<file path="config.mk">
export PLATFORM = sky130hd
export DESIGN_NAME = my_mc_controller
export DESIGN_NICKNAME = d
export VERILOG_FILES = /design/src/rtl/my_mc_controller.sv
export SDC_FILE = /design/constraint.sdc
export NUM_CORES = 1
export LEC_CHECK = 0
export CAP_MARGIN = 20
export CORE_MARGIN = 2
export CORE_UTILIZATION = 30
export CTS_CLUSTER_DIAMETER = 200
export DETAILED_ROUTE_END_ITERATION = 16
export GPL_ROUTABILITY_DRIVEN = 1
export PLACE_DENSITY = 0.64
export SLEW_MARGIN = 10
export SYNTH_ARGS = -nofsm -noshare
export SYNTH_HDL_FRONTEND = slang
export SYNTH_SLANG_ARGS = --single-unit
</file>
<file path="constraint.sdc">
create_clock -name i_clk -period 2.3 [get_ports i_clk]
set_input_delay 0.345 -clock i_clk [delete_from_list [all_inputs] [get_ports i_clk]]
set_output_delay 0.345 -clock i_clk [all_outputs]
set_load 0.1 [all_outputs]
</file>
<file path="src/rtl/my_mc_controller.sv">
// my_mc_controller: multi-cycle processor control FSM (fetch/decode/execute/writeback, mult timing, illegal trap)
module my_mc_controller #(
  parameter int         MULT_CYCLES = 32,
  parameter logic [7:0] TRAP_STATE  = 8'd255
) (
  input  logic       i_clk,
  input  logic       i_rst,
  input  logic       i_mem_ready,
  input  logic [7:0] i_dispatch,
  input  logic       i_zero,
  input  logic       i_gtz,
  output logic [7:0] o_state,
  output logic       o_mem_read,
  output logic       o_ir_write,
  output logic       o_pc_write,
  output logic       o_pc_write_cond,
  output logic [1:0] o_pc_source,
  output logic       o_alu_src_a,
  output logic [1:0] o_alu_src_b,
  output logic [2:0] o_alu_op,
  output logic       o_reg_write,
  output logic [1:0] o_reg_dst,
  output logic [1:0] o_wb_src,
  output logic       o_mult_start,
  output logic       o_lo_write,
  output logic       o_busy_mult,
  output logic       o_illegal
);
  localparam int CW = $clog2(MULT_CYCLES);
  typedef enum logic [7:0] {
    FETCH = 8'd0, DECODE = 8'd1,
    SRAV_EX = 8'd2, SRAV_WB = 8'd3, ADDI_EX = 8'd4, ADDI_WB = 8'd5,
    NOR_EX = 8'd6, NOR_WB = 8'd7, XORI_EX = 8'd8, XORI_WB = 8'd9,
    SLT_EX = 8'd10, SLT_WB = 8'd11, SLTI_EX = 8'd12, SLTI_WB = 8'd13,
    BEQ = 8'd14, BGTZ = 8'd16, JAL = 8'd18, MULT = 8'd20, MULT_WAIT = 8'd21,
    MFLO_EX = 8'd22, MFLO_WB = 8'd23, JR = 8'd24
  } state_t;
  state_t state, next;
  logic [CW-1:0] cnt;
  assign o_state = state;
  always_ff @(posedge i_clk or posedge i_rst)
    if (i_rst) begin
      state <= FETCH;
      cnt <= '0;
    end else begin
      state <= next;
      cnt <= state == MULT ? CW'(MULT_CYCLES - 2) : state == MULT_WAIT && cnt != '0 ? cnt - 1'b1 : cnt;
    end
  // All outputs stay 0 while reset is held; only FETCH looks at i_mem_ready.
  always_comb begin
    next = FETCH;
    o_mem_read = 1'b0;
    o_ir_write = 1'b0;
    o_pc_write = 1'b0;
    o_pc_write_cond = 1'b0;
    o_pc_source = 2'd0;
    o_alu_src_a = 1'b0;
    o_alu_src_b = 2'd0;
    o_alu_op = 3'd0;
    o_reg_write = 1'b0;
    o_reg_dst = 2'd0;
    o_wb_src = 2'd0;
    o_mult_start = 1'b0;
    o_lo_write = 1'b0;
    o_busy_mult = 1'b0;
    o_illegal = 1'b0;
    if (!i_rst)
      case (state)
        FETCH: begin
          o_mem_read = 1'b1;
          o_alu_src_b = 2'd1;
          o_ir_write = i_mem_ready;
          o_pc_write = i_mem_ready;
          next = i_mem_ready ? DECODE : FETCH;
        end
        DECODE: begin
          o_alu_src_b = 2'd3;
          case (i_dispatch)
            8'd2, 8'd4, 8'd6, 8'd8, 8'd10, 8'd12,
            8'd14, 8'd16, 8'd18, 8'd20, 8'd22, 8'd24: next = state_t'(i_dispatch);
            default: next = state_t'(TRAP_STATE);
          endcase
        end
        SRAV_EX: begin o_alu_src_a = 1'b1; o_alu_op = 3'd2; next = SRAV_WB; end
        ADDI_EX: begin o_alu_src_a = 1'b1; o_alu_src_b = 2'd2; next = ADDI_WB; end
        NOR_EX: begin o_alu_src_a = 1'b1; o_alu_op = 3'd3; next = NOR_WB; end
        XORI_EX: begin o_alu_src_a = 1'b1; o_alu_src_b = 2'd2; o_alu_op = 3'd5; next = XORI_WB; end
        SLT_EX: begin o_alu_src_a = 1'b1; o_alu_op = 3'd4; next = SLT_WB; end
        SLTI_EX: begin o_alu_src_a = 1'b1; o_alu_src_b = 2'd2; o_alu_op = 3'd4; next = SLTI_WB; end
        SRAV_WB, NOR_WB, SLT_WB: begin o_reg_write = 1'b1; o_reg_dst = 2'd1; end
        ADDI_WB, XORI_WB, SLTI_WB: o_reg_write = 1'b1;
        BEQ: begin o_alu_src_a = 1'b1; o_alu_op = 3'd1; o_pc_source = 2'd1; o_pc_write_cond = i_zero; end
        BGTZ: begin o_pc_source = 2'd1; o_pc_write_cond = i_gtz; end
        JAL: begin o_pc_write = 1'b1; o_pc_source = 2'd2; o_reg_write = 1'b1; o_reg_dst = 2'd2; o_wb_src = 2'd1; end
        JR: begin o_pc_write = 1'b1; o_pc_source = 2'd3; end
        MULT: begin o_mult_start = 1'b1; next = MULT_WAIT; end
        MULT_WAIT: begin
          o_busy_mult = 1'b1;
          o_lo_write = cnt == '0;
          next = cnt == '0 ? FETCH : MULT_WAIT;
        end
        MFLO_EX: next = MFLO_WB;
        MFLO_WB: begin o_reg_write = 1'b1; o_reg_dst = 2'd1; o_wb_src = 2'd2; end
        default: o_illegal = state == TRAP_STATE;
      endcase
  end
endmodule

</file>
Yosys cells after proc, flatten, opt, wreduce, memory -nomap -nowiden. Index checks and enable logic that the tools add are counted. Widths: inputs -> output; s select.

Reductions and logical operators: 14. Add/sub/neg operators: 1. Eq/ne operators: 34. Muxes and demuxes: 37.

Operator list (number): $eq 8x5->1 const B (12); $eq 8x4->1 const B (11); $pmux 8 s11 (1); $eq 8x3->1 const B (6); $eq 8x2->1 const B (3); $reduce_or 22->1 (1); $mux 1 (19); $mux 8 (2); $mux 5 (3); $pmux 3 s5 (1); $pmux 2 s3 (2); $reduce_or 12->1 (1); $eq 8x1->1 const B (1); $eq 8x8->1 const B (1); $logic_not 8->1 (1); $mux 2 (4); $pmux 2 s2 (2); $reduce_or 8->1 (1); $reduce_or 7->1 (1); $reduce_or 2->1 (3); $logic_not 5->1 (1); $reduce_bool 5->1 (1); $sub 5x1->5 const B (1); $pmux 1 s2 (2); 5 further kinds (5).

Word-level logic and storage cells: 88. Bits in registers: 13. Output and inout port bits: 29.

Logic depth before layout (Yosys ltp). Gate-level depths: netlist (run 1).

Word-level depth: 5. Mapped depth: 7. Mapped depth without buffers: 6.

Worst setup path before layout (run 1). No wires, ideal clock.

Path kind: register -> output. From: register state[4], in the netlist o_state[4]. To: output port o_alu_op[0]. Arrival time: 6.216 ns. Required time: 1.955 ns. Setup slack: -4.261 ns. Path buffers: 1. Cell stages (with the launch flop): 4. Path through: dfrtp_1 -> or4_1 -> buf_4 -> a2111oi_0.

Longest elaborated chain between the ends: 4.

RTL lines: from (decl) (line 38) `state_t state, next;`; from (signal assigned) (line 46) `state <= next;`; $eq 8x4->1 (line 68) `case (state)`; $reduce_or 2->1 (no line); $pmux 3 s5 (*) (line 68); $mux 3 (*) (line 67) `if (!i_rst)`; to (decl) (line 20) `output logic [2:0] o_alu_op,`.

Mark *: on every way between the ends. The rest lies on a longest branch, timed or not.

Worst setup path in the final report (run 1).
From: register state[7], in the netlist o_state[7]. To: output port o_pc_write.

Longest elaborated chain between the ends: 4.

RTL lines: $eq 8x5->1 (line 68); $reduce_or 2->1 (no line); $pmux 1 s2 (*) (line 68); $mux 1 (*) (line 67); to (decl) (line 15) `output logic o_pc_write,`.

Marks and branches as above.

==> impl_results.md, run 1 <==
* Status: finished, violations left
* Failing checks: setup timing
* Synthesized Nets at 150
* RSZ-0062 raised after global routing: true
* Number of vias per cell at 5.47
* Syn. warnings at 0
* Post-DRT Antenna Nets at 0
* Post-synth EDFFs at 0
* Crit path max fanout at 3
* R2R depth at 7
* Final Setup Violations at 15
* Lkg Pwr at 0.000854 uW
* Via Count at 1357
* Setup tns final at -1.10 ns
* Fraction of layout cells with a size suffix above 1 at 55.0%
* Worst R2R Setup Slack at 0.17 ns
* Clk_lat worst skew at 0.25 ns
* Max Fclk at 0.410 GHz
* Max Slew Vio Count at 0
* Hold path depth at 2
* Final instance area at 2260 um^2
* # IOs at 42
* Iter 0 DRT Violations at 96
* Reg clk slew, reported paths at 0.06 ns
* DRC Markers at 0
* Grt ovf at 0
* Critical Path AT at 2.09 ns
* VDD IR max at 0.450 mV
* CTS sink count at 13
* Setup Skew at 0.00545 ns
* Cell Pwr Density at 1330 nW/um^2
* CP startpoint kind: flip-flop
* Reg2reg end: o_state[0]
* GP Congestion at 0.886
* Clk buf depth at 2
* Post-route clock period utilization at 106%
* Reg power frac at 15.6%
* Port buffer count at 41
* Core Footprint at 3610 um^2
* Total GRT Usage at 19.8%
* Register bit count reported by yosys at 13
* Worst slew pin tran at 0.415 ns
* Crit. End Element: output pin
* Sequential share of the synthesized area at 29.2%
* Initial Utilization at 30.8%
* Core Rows at 22
* Drt pass-1 iters at 4
* Mapped Cells at 135
* Die X at 64.9 um
* Post-synth top flop: dfrtp_1
* Syn Area/Cell at 8.24 um^2
* P_int at 1290 uW
* Pre-CTS WS at -0.0410 ns
* Worst Slack Setup Final at -0.137 ns
* Type of the worst setup path: flip-flop to output pin
* Hold crit path type: flip-flop to flip-flop
* First-pass GRT wire length at 6560 um
* Antenna violations before repair at 0
* NumNets Final at 216
* Ant. Diodes at 0
* Die Ht at 64.9 um
* R2R Path Start: o_state[7]
* Root buffer cell: clkbuf_8
* Pin count of the biggest net entering global routing at 17
* Sw power at 1720 uW
* Fin. Hold Viols at 0
* Count of different cell masters after synthesis at 50
* Fin crit period at 2.44 ns
* DP HPWL at 3170 um
* Hold path start: cnt[4]
* Net Sw Frac at 57.1%
* TritonCTS Buffers at 3
* CTS tree: built
* Placed cell area at 2090 um^2
* Async SR Flop Fraction at 100%
* H-tree Lvls at 1
* Max-cap violations at 0
* Area delta synth->final at 104%
* Die footprint at 4210 um^2
* Average wire per standard cell at 16.1 um
* Comb pwr share at 77.4%
* Hold_buf cts at 0
* Clock Power Share at 7.0%
* Final wirelength at 3980 um
* Mapped Area at 1110 um^2
* Worst endpoint required time at 1.96 ns
* Worst hold endpoint: cnt[4]
* Slew headroom at 72.1%
* Number of global-route vias before repair at 1370
final cells by class:
cell class                 count  area, um^2
inverter                       5        18.8
tap                           48        60.1
multi-input combinational    109         961
clock buffer                   4        45.0
timing repair buffer          69         830
sequential                    13         350
fill                         275        1340
metal layers:
layer / track usage [%] / vias up / share of wire [%]
li1: - / 647 / -
met3: 1.22 / 8 / 3.6
met2: 36.7 / 43 / 57
met5: 0 / - / 0
met1: 22.8 / 659 / 38
met4: 10.1 / 0 / 2.2
power groups by stage:
stage | logic (uW) | clock network [uW] | registers, uW
floorplan | 1280 | 0 | 669
global placement | 2130 | 0 | 461
detailed placement | 2160 | 0 | 465
CTS | 2240 | 213 | 462
global route | 2440 | 224 | 484
finish | 2330 | 211 | 471
layout by cell type, fill, tap and decap left out, drive strengths merged, types with 3 or more instances in the layout:
master and instances:
a21oi 6, a31oi 5, and4 5, buf 57
clkbuf 4, clkdlybuf4s50 12, dfrtp 13, inv 5
nand2 10, nand3 4, nor2 14, nor3 11
nor4 8, o21ai 8, or3 3, or4 3
flip-flops by register name, summed over array words and instances (netlist names):
signal,flops
cnt,5
o_state,8
per-stage QoR:
stage	total power, uW	hold WS (ns)	instances	utilization [%]
2_1_floorplan	1950	0.270	135	-
3_3_place_gp	2590	0.544	236	57.8
3_5_place_dp	2620	0.552	236	57.8
4_1_cts	2920	0.564	243	61.2
5_1_grt	3150	0.585	248	62.8
6_report	3010	0.572	248	62.8
cells in the mapped netlist, types with 2 or more instances:
| master | count | area [um^2] |
|---|---|---|
| nor2_1 | 14 | 52.6 |
| dfrtp_1 | 13 | 325 |
| nand2_1 | 10 | 37.5 |
| nor3_1 | 8 | 40.0 |
| nor4_1 | 7 | 43.8 |
| a21oi_1 | 6 | 30.0 |
| a31oi_1 | 5 | 31.3 |
| and4_1 | 5 | 43.8 |
| inv_1 | 5 | 18.8 |
| o21ai_0 | 5 | 25.0 |
| nand3_1 | 4 | 20.0 |
| buf_2 | 3 | 15.0 |
| o21ai_1 | 3 | 15.0 |
| a21o_1 | 2 | 15.0 |
| and3_1 | 2 | 12.5 |
| clkbuf_1 | 2 | 7.51 |
| ha_1 | 2 | 25.0 |
| nand2b_1 | 2 | 12.5 |
| nor3_4 | 2 | 32.5 |
| o211ai_1 | 2 | 15.0 |
| or3_1 | 2 | 12.5 |
| or4_1 | 2 | 15.0 |
| xnor2_1 | 2 | 17.5 |
cells by family (layout without fill, tap and decap cells):
logic type | Yosys count | in the layout | share of synthesized area [%]
AO/OA/AOI/OAI | 31 | 31 | 19.1
buffers and inverters | 13 | 78 | 6.07
XOR/XNOR | 2 | 2 | 1.58
flip-flops | 13 | 13 | 29.2
AND/OR/NAND/NOR | 74 | 74 | 41.7
adder cells (fa/ha/maj) | 2 | 2 | 2.25
how the worst max path moves through the flow:
| stage | start | endpoint | slack, ns | depth (start not counted) |
|---|---|---|---|---|
| finish | o_state[7] | o_pc_write | -0.14 | 5 |
| floorplan | o_state[6] | o_pc_write | -0.92 | 4 |
| global route | o_state[7] | o_pc_write | -0.19 | 5 |
| global placement | i_rst | o_reg_write | 0.03 | 5 |
| detailed placement | i_rst | o_reg_write | -0.04 | 5 |
| CTS | o_state[6] | o_pc_write | -0.20 | 5 |
critical path: stages (launching register included):
cell	delay, ns
dfrtp_4	0.49
or4b_4	0.53
or3_4	0.38
nor3_4	0.13
or2_4	0.15
buf_12	0.16
repair_timing:
action / CTS / global route
gates cloned: 0 / 0
hold endpoints to repair: 0 / 0
buffers inserted: 3 / 5
setup endpoints to repair: 15 / 18
pin swaps: 7 / 3
resized for setup: 12 / 5
No activity file was read; power rests on OpenSTA's default activity.
==> run 2: changes to the inputs <==
ABC_AREA = 1   (was default)
PLACE_DENSITY = 0.63   (was 0.64)
TNS_END_PERCENT = 10   (was default)
==> run 2 against run 1 <==
Compared with the run above:
- the run now ends clean
- clock skew down 0.0049 ns
- setup slack improved by 0.18 ns
- combinational power is 15% higher
- global-route usage fell by 2.5 points
==> impl_results.md, run 2 <==
* Clk buf depth at 2
* Crit path max fanout at 7
* Synthesized Nets at 198
* Cell with the most instances after synthesis: nand2_1
* Area delta synth->final at 86.3%
* Die X at 66.9 um
* NumNets Final at 251
* Post-route clock period utilization at 98.0%
* Slew headroom at 76.1%
* Root buffer cell: clkbuf_8
* DP Cell Count at 272
* Die footprint at 4480 um^2
* Max Fclk at 0.444 GHz
* H-tree Lvls at 1
* Final Setup Violations at 0
* Synth Area in Adders at 2.11%
* XOR/XNOR share of the synthesized area at 0%
* Status: completed
* Drt pass-1 iters at 4
* Pre-CTS WS at 0.249 ns
* Register area at 353 um^2
* Fraction of layout cells with a size suffix above 1 at 47.2%
* Count of different cell masters after synthesis at 31
* Initial Utilization at 31.8%
* Max FFs per register at 8
* Worst endpoint required time at 1.96 ns
* GP Congestion at 0.920
* Ant. Diodes at 0
* RSZ-0062 raised after global routing: true
* Register bit count reported by yosys at 13
* Mapped Area at 1190 um^2
* Via Count at 1379
* Port buffer count at 41
* Largest family of logic cells by synthesized area: simple AND/OR/NAND/NOR gates
* Placed cell area at 2060 um^2
* Final wirelength at 3640 um
* VDD IR max at 1.05 mV
* First-pass GRT wire length at 5890 um
* Area share of the largest cell type after synthesis at 27.4%
* Final instance area at 2210 um^2
* CTS sink count at 13
* Fillcell total at 333
* Top post-synthesis cells by count: nand2_1, inv_1, nor2_1, nand3_1, dfrtp_1
* DP HPWL at 2810 um
* Setup tns final at 0 ns
* Grt ovf at 0
* Clk_lat worst skew at 0.24 ns
* DRC Markers at 0
* Core Footprint at 3740 um^2
* # IOs at 42
* Multi-input gate area at 930 um^2
* Die Ht at 66.9 um
* Fin. Hold Viols at 0
* Crit. End Element: output pin
* Core Rows at 22
* Cell Pwr Density at 1520 nW/um^2
* CTS tree: built
* Post-DRT Antenna Nets at 0
* Average wire per standard cell at 12.9 um
* Hold_buf cts at 0
* Total GRT Usage at 17.3%
* Pin count of the biggest net entering global routing at 22
* Setup Skew at 0.000558 ns
* TritonCTS Buffers at 3
* Worst slew pin tran at 0.353 ns
* Max-cap violations at 0
* Sequential share of the synthesized area at 27.4%
* Number of vias per cell at 4.87
* Hold crit path type: flip-flop to flip-flop
* Lkg Pwr at 0.00101 uW
* Type of the worst setup path: flip-flop to output pin
* Iter 0 DRT Violations at 119
* Worst Slack Setup Final at 0.0465 ns
* Syn Area/Cell at 6.50 um^2
* Mux share of post-synthesis cell area at 0%
* Mapped Cells at 183
* Critical Path AT at 1.91 ns
* Synth Area in Compound Gates at 11.7%
* Most frequent cells in the layout: nand2_1, buf_12, inv_1, nand3_1, buf_4
* Post-synth EDFFs at 0
* Area leader, netlist: dfrtp_1
* Syn. warnings at 0
* Post-Synth Simple-Gate Area at 47.4%
* Layout Cells excl Fill at 283
* Fin crit period at 2.25 ns
* Post-synth top flop: dfrtp_1
* Async SR Flop Fraction at 100%
* Number of global-route vias before repair at 1254
* Max Slew Vio Count at 0
* Antenna violations before repair at 0
* CP startpoint kind: flip-flop
* Synth area leaders: dfrtp_1, nand2_1, inv_1, nor2_1, nand3_1
* Most common cell after layout, fill and taps aside: nand2_1
* Reg clk slew, reported paths at 0.06 ns
## run 2: cell count changes after synthesis, sizes merged, moves of 3 or more
cell and delta:
a21oi +3, and4 -5, buf -3, inv +26, nand2 +35, nand3 +14, nor2 +18, nor3 -4
nor4 -7, or3 -3, or4 -3
## run 2: worst paths after layout
| check | from | slack [ns] | end | cells after the start |
|---|---|---|---|---|
| max in group asynchronous | i_rst | 1.46 | o_state[3] | 3 |
| max reg2reg | o_state[7] | 0.70 | o_state[5] | 7 |
| min in group asynchronous | i_rst | 0.64 | o_state[0] | 3 |
| min reg2reg | cnt[4] | 0.50 | cnt[4] | 2 |
| max | o_state[7] | 0.05 | o_alu_op[2] | 9 |
| min | cnt[4] | 0.50 | cnt[4] | 2 |
## run 2: cell type report
class | count | area share [%]
Multi-Input combinational cell | 135 | 42.0
Timing Repair Buffer | 51 | 31.2
Sequential cell | 13 | 15.9
Inverter | 32 | 6.05
Tap cell | 48 | 2.71
Clock buffer | 3 | 1.86
Clock inverter | 1 | 0.226
## run 2: cell families (layout without fill, tap and decap cells)
group | Yosys count | after routing
adder cells (fa/ha/maj) | 2 | 2
AO/OA/AOI/OAI | 24 | 24
buffers and inverters | 35 | 87
AND/OR/NAND/NOR | 109 | 109
flip-flops | 13 | 13
## run 2: timing repair
item | in CTS | in global routing
resized for setup | 1 | 17
setup buffers | 0 | 7
setup endpoints to repair | 2 | 10
cloned | 0 | 0
endpoints found under the hold margin | 0 | 0
pin swaps | 0 | 9
## run 2: metrics by stage
stage / total power, uW / utilization, % / hold WS (ns)
floorplan: 2260 / - / 0.255
global route: 3550 / 59.2 / 0.558
finish: 3360 / 59.2 / 0.495
CTS: 3130 / 56.3 / 0.496
detailed placement: 2920 / 54.9 / 0.483
global placement: 2920 / 54.9 / 0.466
## run 2: worst max-delay path, stage by stage (launching register included)
cell and delay (ns):
dfrtp_4 0.50, inv_6 0.09, nand2_8 0.06, nor2_4 0.25, nand2_1 0.11, nand2_2 0.08
a21oi_1 0.06, or2_1 0.25, inv_2 0.07, buf_12 0.17
## run 2: where the power goes
part | switching (uW) | leakage (uW) | internal [uW]
clock | 85.4 | 0.0000255 | 120
sequential | 121 | 0.000161 | 341
combinational | 1830 | 0.000819 | 861
total | 2040 | 0.00101 | 1320
## run 2: metal layers
metal,track usage [%],part of all wire [%],up-vias
met5,0,0,-
met4,3.06,0.58,0
met3,3.72,5.2,2
met2,27.1,48,40
met1,24.6,46,642
li1,-,-,695
